<file path="config.mk">
export PLATFORM = sky130hd
export DESIGN_NAME = acc_feeder
export DESIGN_NICKNAME = d
export VERILOG_FILES = /design/src/rtl/acc_feeder.sv
export SDC_FILE = /design/constraint.sdc
export NUM_CORES = 1
export LEC_CHECK = 0
export CAP_MARGIN = 20
export CORE_ASPECT_RATIO = 0.7
export CORE_MARGIN = 2
export CORE_UTILIZATION = 57
export DETAILED_ROUTE_END_ITERATION = 12
export GPL_TIMING_DRIVEN = 0
export PLACE_DENSITY = 0.88
export SETUP_SLACK_MARGIN = 0.1
export SYNTH_ARGS = -nofsm -noshare
export SYNTH_HDL_FRONTEND = slang
export SYNTH_SLANG_ARGS = --single-unit
</file>
<file path="constraint.sdc">
create_clock -name clk -period 3.8 [get_ports clk]
set_clock_uncertainty 0.2 [all_clocks]
set_input_delay 0.76 -clock clk [delete_from_list [all_inputs] [get_ports clk]]
set_output_delay 0.76 -clock clk [all_outputs]
set_load 0.05 [all_outputs]
</file>
<file path="src/rtl/acc_feeder.sv">
// acc_feeder: stream FIFO that drains one word per clock into a registered
// accumulator input; `in` reads zero whenever no word is popped.
module acc_feeder #(
    parameter int DATA_W = 8,
    parameter int DEPTH  = 8
) (
    input  logic                     clk,
    input  logic                     rst,
    input  logic [DATA_W-1:0]        s_data,
    input  logic                     s_valid,
    output logic                     s_ready,
    input  logic                     hold,
    input  logic                     flush,
    output logic [DATA_W-1:0]        in,
    output logic                     in_valid,
    output logic [$clog2(DEPTH):0]   count,
    output logic                     full,
    output logic                     empty
);

    localparam int PW = $clog2(DEPTH);
    localparam int CW = PW + 1;

    logic [DATA_W-1:0] r_mem [DEPTH];
    logic [PW-1:0]     r_wptr;
    logic [PW-1:0]     r_rptr;
    logic [CW-1:0]     r_count;
    logic [DATA_W-1:0] r_in;
    logic              r_in_valid;

    logic              w_full;
    logic              w_empty;
    logic              w_push;
    logic              w_pop;

    assign w_full  = (r_count == CW'(DEPTH));
    assign w_empty = (r_count == '0);

    // Ready never looks at s_valid, so upstream sees no combinational loop.
    assign s_ready = !w_full && !flush && !rst;
    assign w_push  = s_valid && s_ready;
    assign w_pop   = !hold && !flush && !w_empty;

    always_ff @(posedge clk) begin
        if (w_push) begin
            r_mem[r_wptr] <= s_data;
        end
    end

    always_ff @(posedge clk or posedge rst) begin
        if (rst) begin
            r_wptr     <= '0;
            r_rptr     <= '0;
            r_count    <= '0;
            r_in       <= '0;
            r_in_valid <= 1'b0;
        end else if (flush) begin
            r_wptr     <= '0;
            r_rptr     <= '0;
            r_count    <= '0;
            r_in       <= '0;
            r_in_valid <= 1'b0;
        end else begin
            if (w_push) begin
                r_wptr <= r_wptr + PW'(1);
            end
            // Pop reads the old head; a word written this edge is never bypassed.
            if (w_pop) begin
                r_in       <= r_mem[r_rptr];
                r_in_valid <= 1'b1;
                r_rptr     <= r_rptr + PW'(1);
            end else begin
                r_in       <= '0;
                r_in_valid <= 1'b0;
            end
            case ({w_push, w_pop})
                2'b10:   r_count <= r_count + CW'(1);
                2'b01:   r_count <= r_count - CW'(1);
                default: r_count <= r_count;
            endcase
        end
    end

    assign in       = r_in;
    assign in_valid = r_in_valid;
    assign count    = r_count;
    assign full     = w_full;
    assign empty    = w_empty;

endmodule
</file>
* Word-level counts from Yosys, hierarchy flattened
Memories as Yosys holds them, arrays and structs flattened. Index checks and enable logic that the tools add are counted.
Cells by class: shifts and indexed selects 0, add/subtract/negate cells 4, equality and inequality tests 3, magnitude comparators 0, bitwise logic cells 0, multipliers 0, reductions and logical operators 14, muxes and demuxes 12, div/mod/pow operators 0
Operators with widths (count):
- $mux W8 | 2
- $mux W3 | 4
- $pmux W4 S2 | 1
- $add A3 B1 Y3 const B | 2
- $logic_and A1 B1 Y1 | 5
- $logic_not A1 Y1 | 5
- $add A4 B1 Y4 const B | 1
- $eq A4 B4 Y1 const B | 1
- $logic_not A4 Y1 | 1
- $mux W1 | 4
- $mux W4 | 1
- $reduce_bool A2 Y1 | 2
- $sub A4 B1 Y4 const B | 1
- $reduce_bool A3 Y1 | 1
- $eq A2 B1 Y1 const B | 1
- $eq A2 B2 Y1 const B | 1
Storage, ports and cells: latch bits 0, flip-flop bits (word level) 19, word-level logic and storage cells 39, RAM bits 64, memories 1, memory bits (read-only) 0, output and inout port bits 16, bits of input ports 13
Memories:
- r_mem | words 8, width 8, rd ports 1, clocked after memory_dff 0, write ports 1, RTL line 24 | logic [DATA_W-1:0] r_mem [DEPTH];

* Depth between registers and ports, before layout
depth after elaboration 8, depth in mapped cells 11, mapped depth without buffers 9

* Least setup slack after synthesis
No wires, ideal clock.
path kind register -> register, start point reg r_count[1], in the netlist count[1], end point reg r_count[3], in the netlist count[3], arrival 3.585 ns, path slack -0.074 ns, library setup time 0.089 ns, path buffers 1, required time 3.511 ns, cell stages (with the launch flop) 11, path through dfrtp_1 nor4_2 or3_4 clkbuf_1 nor2_1 ha_1 a21o_1 a21oi_1 and3_1 or4b_1 o211ai_1
RTL lines:
- from (decl) | RTL line 27 | logic [CW-1:0] r_count;
- from (signal assigned) | RTL line 77 | 2'b10: r_count <= r_count + CW'(1);
- from (signal assigned) | RTL line 78 | 2'b01: r_count <= r_count - CW'(1);
- from (signal assigned) | RTL line 79 | default: r_count <= r_count;
- $logic_not A4 Y1 (*) | RTL line 37 | assign w_empty = (r_count == '0);
- named net empty | RTL line 18 | output logic empty
- $logic_not A1 Y1 (*) | RTL line 42 | assign w_pop = !hold && !flush && !w_empty;
- $logic_and A1 B1 Y1 (*) | RTL line 42
- $eq A2 B1 Y1 or $eq A2 B2 Y1 (tied branches) | RTL line 76 | case ({w_push, w_pop})
- $pmux W4 S2 | RTL line 76
- $mux W4 | RTL line 57 | end else if (flush) begin
The timed path passes the listed nets; every way through them passes the cells marked *. A chain may end at the register's enable or synchronous reset.

* Worst setup path after layout
start point reg r_count[1], in the netlist count[1], end point out s_ready
On the way: word-level cells in the longest chain between the ends 4
RTL lines:
- $eq A4 B4 Y1 | RTL line 36 | assign w_full = (r_count == CW'(DEPTH));
- $logic_not A1 Y1 | RTL line 40 | assign s_ready = !w_full && !flush && !rst;
- $logic_and A1 B1 Y1 (2 in a row) | RTL line 40
- to (decl) | RTL line 11 | output logic s_ready,
Every way passes these cells.

==> PnR_summary.wiki <==
{| class="wikitable"
! Metric !! Value
|-
| Initial core utilization || 0.585
|-
| Cell Pwr Density || between 600 and 700 nW/um^2
|-
| CP Launch Type || flop
|-
| Number of antenna violations at the first check in global routing || 0
|-
| Number of unique standard cell types used by synthesis || 34
|-
| Final Hold Fails || 0
|-
| Top-count cell post-synth || sky130_fd_sc_hd__edfxtp_1
|-
| RSZ-0062 raised after global routing || false
|-
| Worst hold path stage count || 3
|-
| # setup viols final || 0
|-
| Number of max-capacitance violations reported || 0
|-
| Number of placed instances with taps included || approximately 300
|-
| Synthesized area || approximately 3300 um^2
|-
| Async SR Flop Fraction || 0.229
|-
| Part of the Yosys area used for sequential elements || 0.719
|-
| Pin slew with the least headroom to its limit || a little under 0.9 ns
|-
| Final period utilization || 0.935
|-
| Worst skew pair latency || around 0.34 ns
|-
| Via count of the routed design || ~1800
|-
| H-tree depth || 3
|-
| Routed WL per cell || 21.2 um
|-
| Arrival time reported for the critical path endpoint || 2.59 ns
|-
| Most used standard cells in the synthesized netlist || sky130_fd_sc_hd__edfxtp_1, sky130_fd_sc_hd__dfrtp_1, sky130_fd_sc_hd__mux4_2, sky130_fd_sc_hd__nor2_1, sky130_fd_sc_hd__nand2_1
|-
| Antenna cells || 0
|-
| Number of port buffers || 27
|-
| Syn. warnings || 0
|-
| Rel. slew slack || 0.415
|-
| Number of top-level pins || 29
|-
| Highest clock frequency the design can meet || between 0.2 and 0.3 GHz
|-
| Fraction of final layout cells sized beyond drive strength 1 || 0.224
|-
| Total routing usage reported by global routing || 0.238
|-
| Post-detailed-route DRC marker count || 0
|-
| Minimum clock period after layout || ~3.6 ns
|-
| Layout area overhead || 20.2%
|-
| Post-synthesis cell type with the largest combined area || sky130_fd_sc_hd__edfxtp_1
|-
| Clock tree from TritonCTS || yes
|-
| Number of buffers created by CTS || 9
|-
| Clock-pin transition on the worst setup and hold timing paths || roughly 0.080 ns
|-
| Number of sinks handled by clock tree synthesis || just over 80
|-
| Overflow left after global routing || 0
|-
| Classification of the worst setup path || reg2out
|-
| Number of violations reported at the end of detailed-routing iteration 0 || about 150
|-
| Post-synth net total || approximately 200
|-
| Post-Synthesis Cells || between 150 and 200
|-
| CTS Root Buffer Type || sky130_fd_sc_hd__clkbuf_8
|-
| Synth Flop Type || sky130_fd_sc_hd__edfxtp_1
|-
| Count of flip-flops with a built-in enable after synthesis || 64
|-
| Initial DRT Pass Iterations || 4
|-
| Filler cells || 347
|-
| Total detailed-routing wirelength || 6620 um
|-
| Kind of capture point of the worst setup path || output pin
|-
| Yosys top cell area share || 0.576
|-
| Die Ht || a little under 70 um
|-
| Worst reg-to-reg path cell count || 10
|-
| Post-synthesis sequential element count || 83
|-
| Tot Pwr || between 2 and 3 mW
|-
| Sum of net half-perimeters after detailed placement || 4560 um
|-
| Maximum buffer depth of the clock tree || 2
|-
| Required time reported for the critical path endpoint || 2.84 ns
|-
| Syn avg cell area || about 18 um^2
|-
| Max FO, Critical Path || 7
|-
| Final net count || 250
|-
| Wire length of the first global-routing pass || 10500 um
|-
| Final Wtd Congestion || about 0.86
|-
| Path class of the lowest-slack min-delay path || reg2reg
|-
| Number of standard cells in the final layout excluding fillers || between 300 and 400
|-
| Number of setup buffers added after CTS || 0
|-
| Maximum number of pins on one net before global-route repair || 20
|-
| Total die area || approximately 6500 um^2
|-
| Final Max Tran Viols || 0
|-
| Count of nets left with antenna violations after detail routing || 0
|-
| Status || finished, final reports clean
|-
| Vias in the first global route || between 1500 and 2000
|-
| Detailed-route vias per instance || roughly 6
|-
| Top cells by area in the synthesized netlist || sky130_fd_sc_hd__edfxtp_1, sky130_fd_sc_hd__dfrtp_1, sky130_fd_sc_hd__mux4_2, sky130_fd_sc_hd__mux2i_1, sky130_fd_sc_hd__nor2_1
|-
| Number of standard-cell rows in the floorplan || 23
|-
| Placeable Area || around 5700 um^2
|-
| Leakage power || around 1.4 nW
|-
| Largest voltage drop on the vdd net || between 0.0003 and 0.0004 V
|-
| Die outline width || ~95 um
|}
==> sequential cells by signal (all words and copies together) (netlist names) <==
register,cells
in,8
count,4
r_rptr,3
in_valid,1
r_wptr,3
r_mem,64
==> routing by layer <==
| metal | global-route usage | vias to the layer above | part of all wire |
|---|---|---|---|
| met5 | 0 | - | 0 |
| met3 | 0.0716 | 4 | 0.077 |
| met4 | 0.0875 | 0 | 0.0056 |
| li1 | - | 810 | - |
| met1 | 0.311 | 932 | 0.41 |
| met2 | 0.389 | 78 | 0.51 |
==> where the power goes <==
group | internal [mW] | switching, mW | total (mW)
Combinational | 0.317 | 0.440 | 0.757
Clock | 0.371 | 0.300 | 0.671
Sequential | 1.03 | 0.0514 | 1.08
Total | 1.72 | 0.791 | 2.51
==> layout make-up <==
cell class	count	area, um^2	share of cell area
clock buffers	10	128	0.0318
flip-flops and latches	83	2400	0.598
well taps	75	93.8	0.0234
repair buffers	34	322	0.0802
plain buffers	11	45.0	0.0112
clock inverters	6	90.1	0.0225
multi-input cells	89	916	0.228
inverters	4	17.5	0.00437
==> cell usage in the layout, fill, tap and decap left out, types with 2 or more instances in the layout <==
cell                              Yosys  routed
sky130_fd_sc_hd__buf_4                0       7
sky130_fd_sc_hd__clkdlybuf4s50_1      0      26
sky130_fd_sc_hd__clkbuf_8             0       9
sky130_fd_sc_hd__nor3_1               3       3
sky130_fd_sc_hd__nand3_1              2       2
sky130_fd_sc_hd__buf_2                3       3
sky130_fd_sc_hd__ha_1                 4       4
sky130_fd_sc_hd__mux2i_1              8       8
sky130_fd_sc_hd__inv_1                3       3
sky130_fd_sc_hd__nor2_1              16      16
sky130_fd_sc_hd__nor4_2               1       3
sky130_fd_sc_hd__clkinv_4             0       2
sky130_fd_sc_hd__or4b_1               2       2
sky130_fd_sc_hd__bufinv_16            0       2
sky130_fd_sc_hd__mux4_2              16      16
sky130_fd_sc_hd__a22o_1               2       2
sky130_fd_sc_hd__edfxtp_1            64      64
sky130_fd_sc_hd__dfrtp_1             19      19
sky130_fd_sc_hd__buf_1                2       2
sky130_fd_sc_hd__mux2_2               3       3
sky130_fd_sc_hd__nor4b_2              0       2
sky130_fd_sc_hd__a21oi_1              2       2
sky130_fd_sc_hd__xnor2_1              2       2
sky130_fd_sc_hd__xor2_1               3       3
sky130_fd_sc_hd__clkbuf_1             6       7
sky130_fd_sc_hd__nand2_1              9       9
==> critical path, stage by stage, from the launching register on <==
cell and delay (ns):
sky130_fd_sc_hd__dfrtp_1 0.48, sky130_fd_sc_hd__or4b_1 0.62, sky130_fd_sc_hd__inv_1 0.12, sky130_fd_sc_hd__or3_1 0.10
sky130_fd_sc_hd__clkbuf_1 0.36, sky130_fd_sc_hd__inv_1 0.12, sky130_fd_sc_hd__dlygate4sd2_1 0.45
==> kinds of logic after synthesis <==
family	share of synthesized area
muxes	0.142
and+or+nand+nor	0.0735
DFF	0.719
AOI/OAI and AO/OA	0.0128
buffers and inverters	0.0188
adders and majority gates	0.0210
xor gates and xnor gates	0.0131
==> path summary, 6_finish.rpt <==
check	end	start	slack, ns
setup / recovery	s_ready	count[1]$_DFFE_PP0P_	0.25
hold / removal	r_rptr[1]$_DFFE_PP0P_	r_rptr[1]$_DFFE_PP0P_	0.41
setup reg to reg	count[3]$_DFFE_PP0P_	count[1]$_DFFE_PP0P_	0.52
hold reg to reg	r_rptr[1]$_DFFE_PP0P_	r_rptr[1]$_DFFE_PP0P_	0.41
max in group asynchronous	in[7]$_DFF_PP0_	rst	2.19
min in group asynchronous	count[2]$_DFFE_PP0P_	rst	0.71
==> timing repair <==
action                     in CTS  in global routing
setup endpoints to repair       1                  0
gates resized for setup         1                  0
hold buffers                    0                  0
==> stage by stage <==
| stage | worst slack, ns | TNS (ns) | hold WS (ns) | cell area [um^2] | util |
|---|---|---|---|---|---|
| after floorplan | 0.274 | 0 | 0.346 | 3340 | - |
| final | 0.246 | 0 | 0.414 | 4010 | 0.704 |
| after detailed placement | 0.0118 | 0 | 0.375 | 3790 | 0.666 |
| after CTS | 0.256 | 0 | 0.410 | 4010 | 0.704 |
| after global placement | -0.271 | -3.75 | 0.355 | 3710 | 0.651 |
| after global routing | 0.127 | 0 | 0.474 | 4010 | 0.704 |
(Power assumes the default switching activity.)
==> patch (config.mk and constraints unchanged) <==
Register the output `count` once more, cleared by the reset; this adds one clock of latency there. The other outputs are not delayed to match.
--- a/src/rtl/acc_feeder.sv
+++ b/src/rtl/acc_feeder.sv
@@ -84,5 +84,11 @@
     assign in       = r_in;
     assign in_valid = r_in_valid;
-    assign count    = r_count;
+    always_ff @(posedge clk or posedge rst) begin
+        if (rst) begin
+            count <= '0;
+        end else begin
+            count <= r_count;
+        end
+    end
     assign full     = w_full;
     assign empty    = w_empty;
Function: changed (a bounded check fails within 4 cycles, from zero or initial values and one cycle with rst high).
==> patch against the original RTL <==
- power is 7.7% higher
- cell area is 2.7% higher
- setup slack better by 0.083 ns
- final cell count is 1.3% higher
- routed wire length is 0.41% lower
- sequential share of layout area is 0.89 points higher
- clock power is 14% higher
- non-clock buffer count is 2 lower
- sequential cell count is 4 higher
- first-iteration DRC count is 15% higher
- critical path depth is 3 lower
- count of clock-buffer cells in the layout is 1 lower
- synthesized area is 3.7% higher
- combinational power is 3.0% higher
- critical path type is now in -> out
- critical endpoint unchanged
==> patch: results (changes against the original RTL) <==
placed standard-cell area=3870 sq um (+2.1%); Reg with most FFs=r_mem; placed cell count=300 (+1.4%); Inserted Clock Buffers=9 (unchanged); ys async rst share=26.4% (+3.5 points); slowest stage cell on the critical path=clkdlybuf4s50_1; initial antenna violation count=0 (unchanged); Worst Path Max Fanout=4 (-3); fin crit share=91.4% (-2.2 points); Fin Hold WS=0.298 ns (-0.116 ns); first-iteration detailed-routing DRC count=173 (+15%); First-pass DRT Iterations=4 (unchanged); max FFs per register=64 (unchanged); Port Buffers=28 (+3.7%); CTS max path bufs=2 (unchanged); DR vias=1856 (+1.8%); worst hold path cell count=0 (-3); CP max stage delay=0.88 ns (+0.26 ns); Slew @ Worst Pin=0.893 ns (+0.0219 ns); Post-Place Worst Slack=0.321 ns (+0.309 ns); combinational share of power=28.8% (-1.4 points); critical path launch point=flush; cell family with most CP delay=buffers and inverters; Non-Filler Instances=316 (+1.3%); first-pass GRT wire length=10500 um (+0.13%); nets=254 (+1.6%); end of the worst hold path=count[3]; Peak VDD IR=0.000372 V (+6.1%); final RePlAce weighted congestion=0.795 (-7.3%); drt total wl=6600 um (-0.41%); post-DP HPWL=4340 um (-4.8%); post-CTS sizing=0 (-1); total track usage=21.6% (-2.2 points); switching power=0.850 mW (+7.4%); clock share of power=28.4% (+1.7 points); Seq/Total Area, Yosys=72.2% (+0.32 points); commonest cells in the netlist=edfxtp_1, dfrtp_1, mux4_2, nor2_1; critical path arrival=2.51 ns (-0.08 ns); clock latency on the worst-skew pair=0.36 ns (+0.02 ns); syn_nets=209 (+2.0%); share of post-route cells with drive strength above 1=19.9% (-2.4 points); maximum number of pins on one net before global-route repair=24 (+20%); Critical Path End=s_ready; RR Startpoint=r_count[1]; Reg2Reg Setup Slack=0.87 ns (+0.35 ns); Setup Buffers After CTS=0 (unchanged); RR Endpoint=r_count[3]; Synth area leaders=edfxtp_1, dfrtp_1, mux4_2, mux2i_1, nor2_1; reg2reg path depth=9 (-1); worst hold start=r_count[3]; Pleak=1.46 nW (+3.3%); HP Class=reg -> reg; P_comb=0.780 mW (+3.0%); Yosys cell types=30 (-12%); synthesized instance count=191 (+2.1%); status=finished clean; Max Cap Viol=0 (unchanged); clk slew on worst S/H paths=0.09 ns
## patch: area by class of cell
type                    count  area (sq um)
flip-flops and latches     87          2500
fillers                   336          1670
multi-input cells          93           908
repair buffers             34           318
clock buffers               9           124
clock inverters             7           120
well taps                  75          93.8
plain buffers               9          46.3
inverters                   2          7.51
## patch: cell families (layout without fill, tap and decap cells)
group                      Yosys count  in the layout  synth area share (%)
DFF                                 87             87                  72.2
and+or+nand+nor                     45             45                  7.27
muxes                               27             27                  13.7
buffers and inverters               11             61                  1.56
AOI/OAI and AO/OA                   10             10                  1.77
xor gates and xnor gates             6              6                  1.52
adders and majority gates            5              5                  2.03
## patch: routing by layer
metal / GRT usage [%] / up-vias / part of all wire, %
met5: 0 / - / 0
li1: - / 827 / -
met1: 29.5 / 947 / 42
met2: 34.5 / 71 / 51
met3: 5.65 / 11 / 5.6
met4: 7.67 / 0 / 1.3
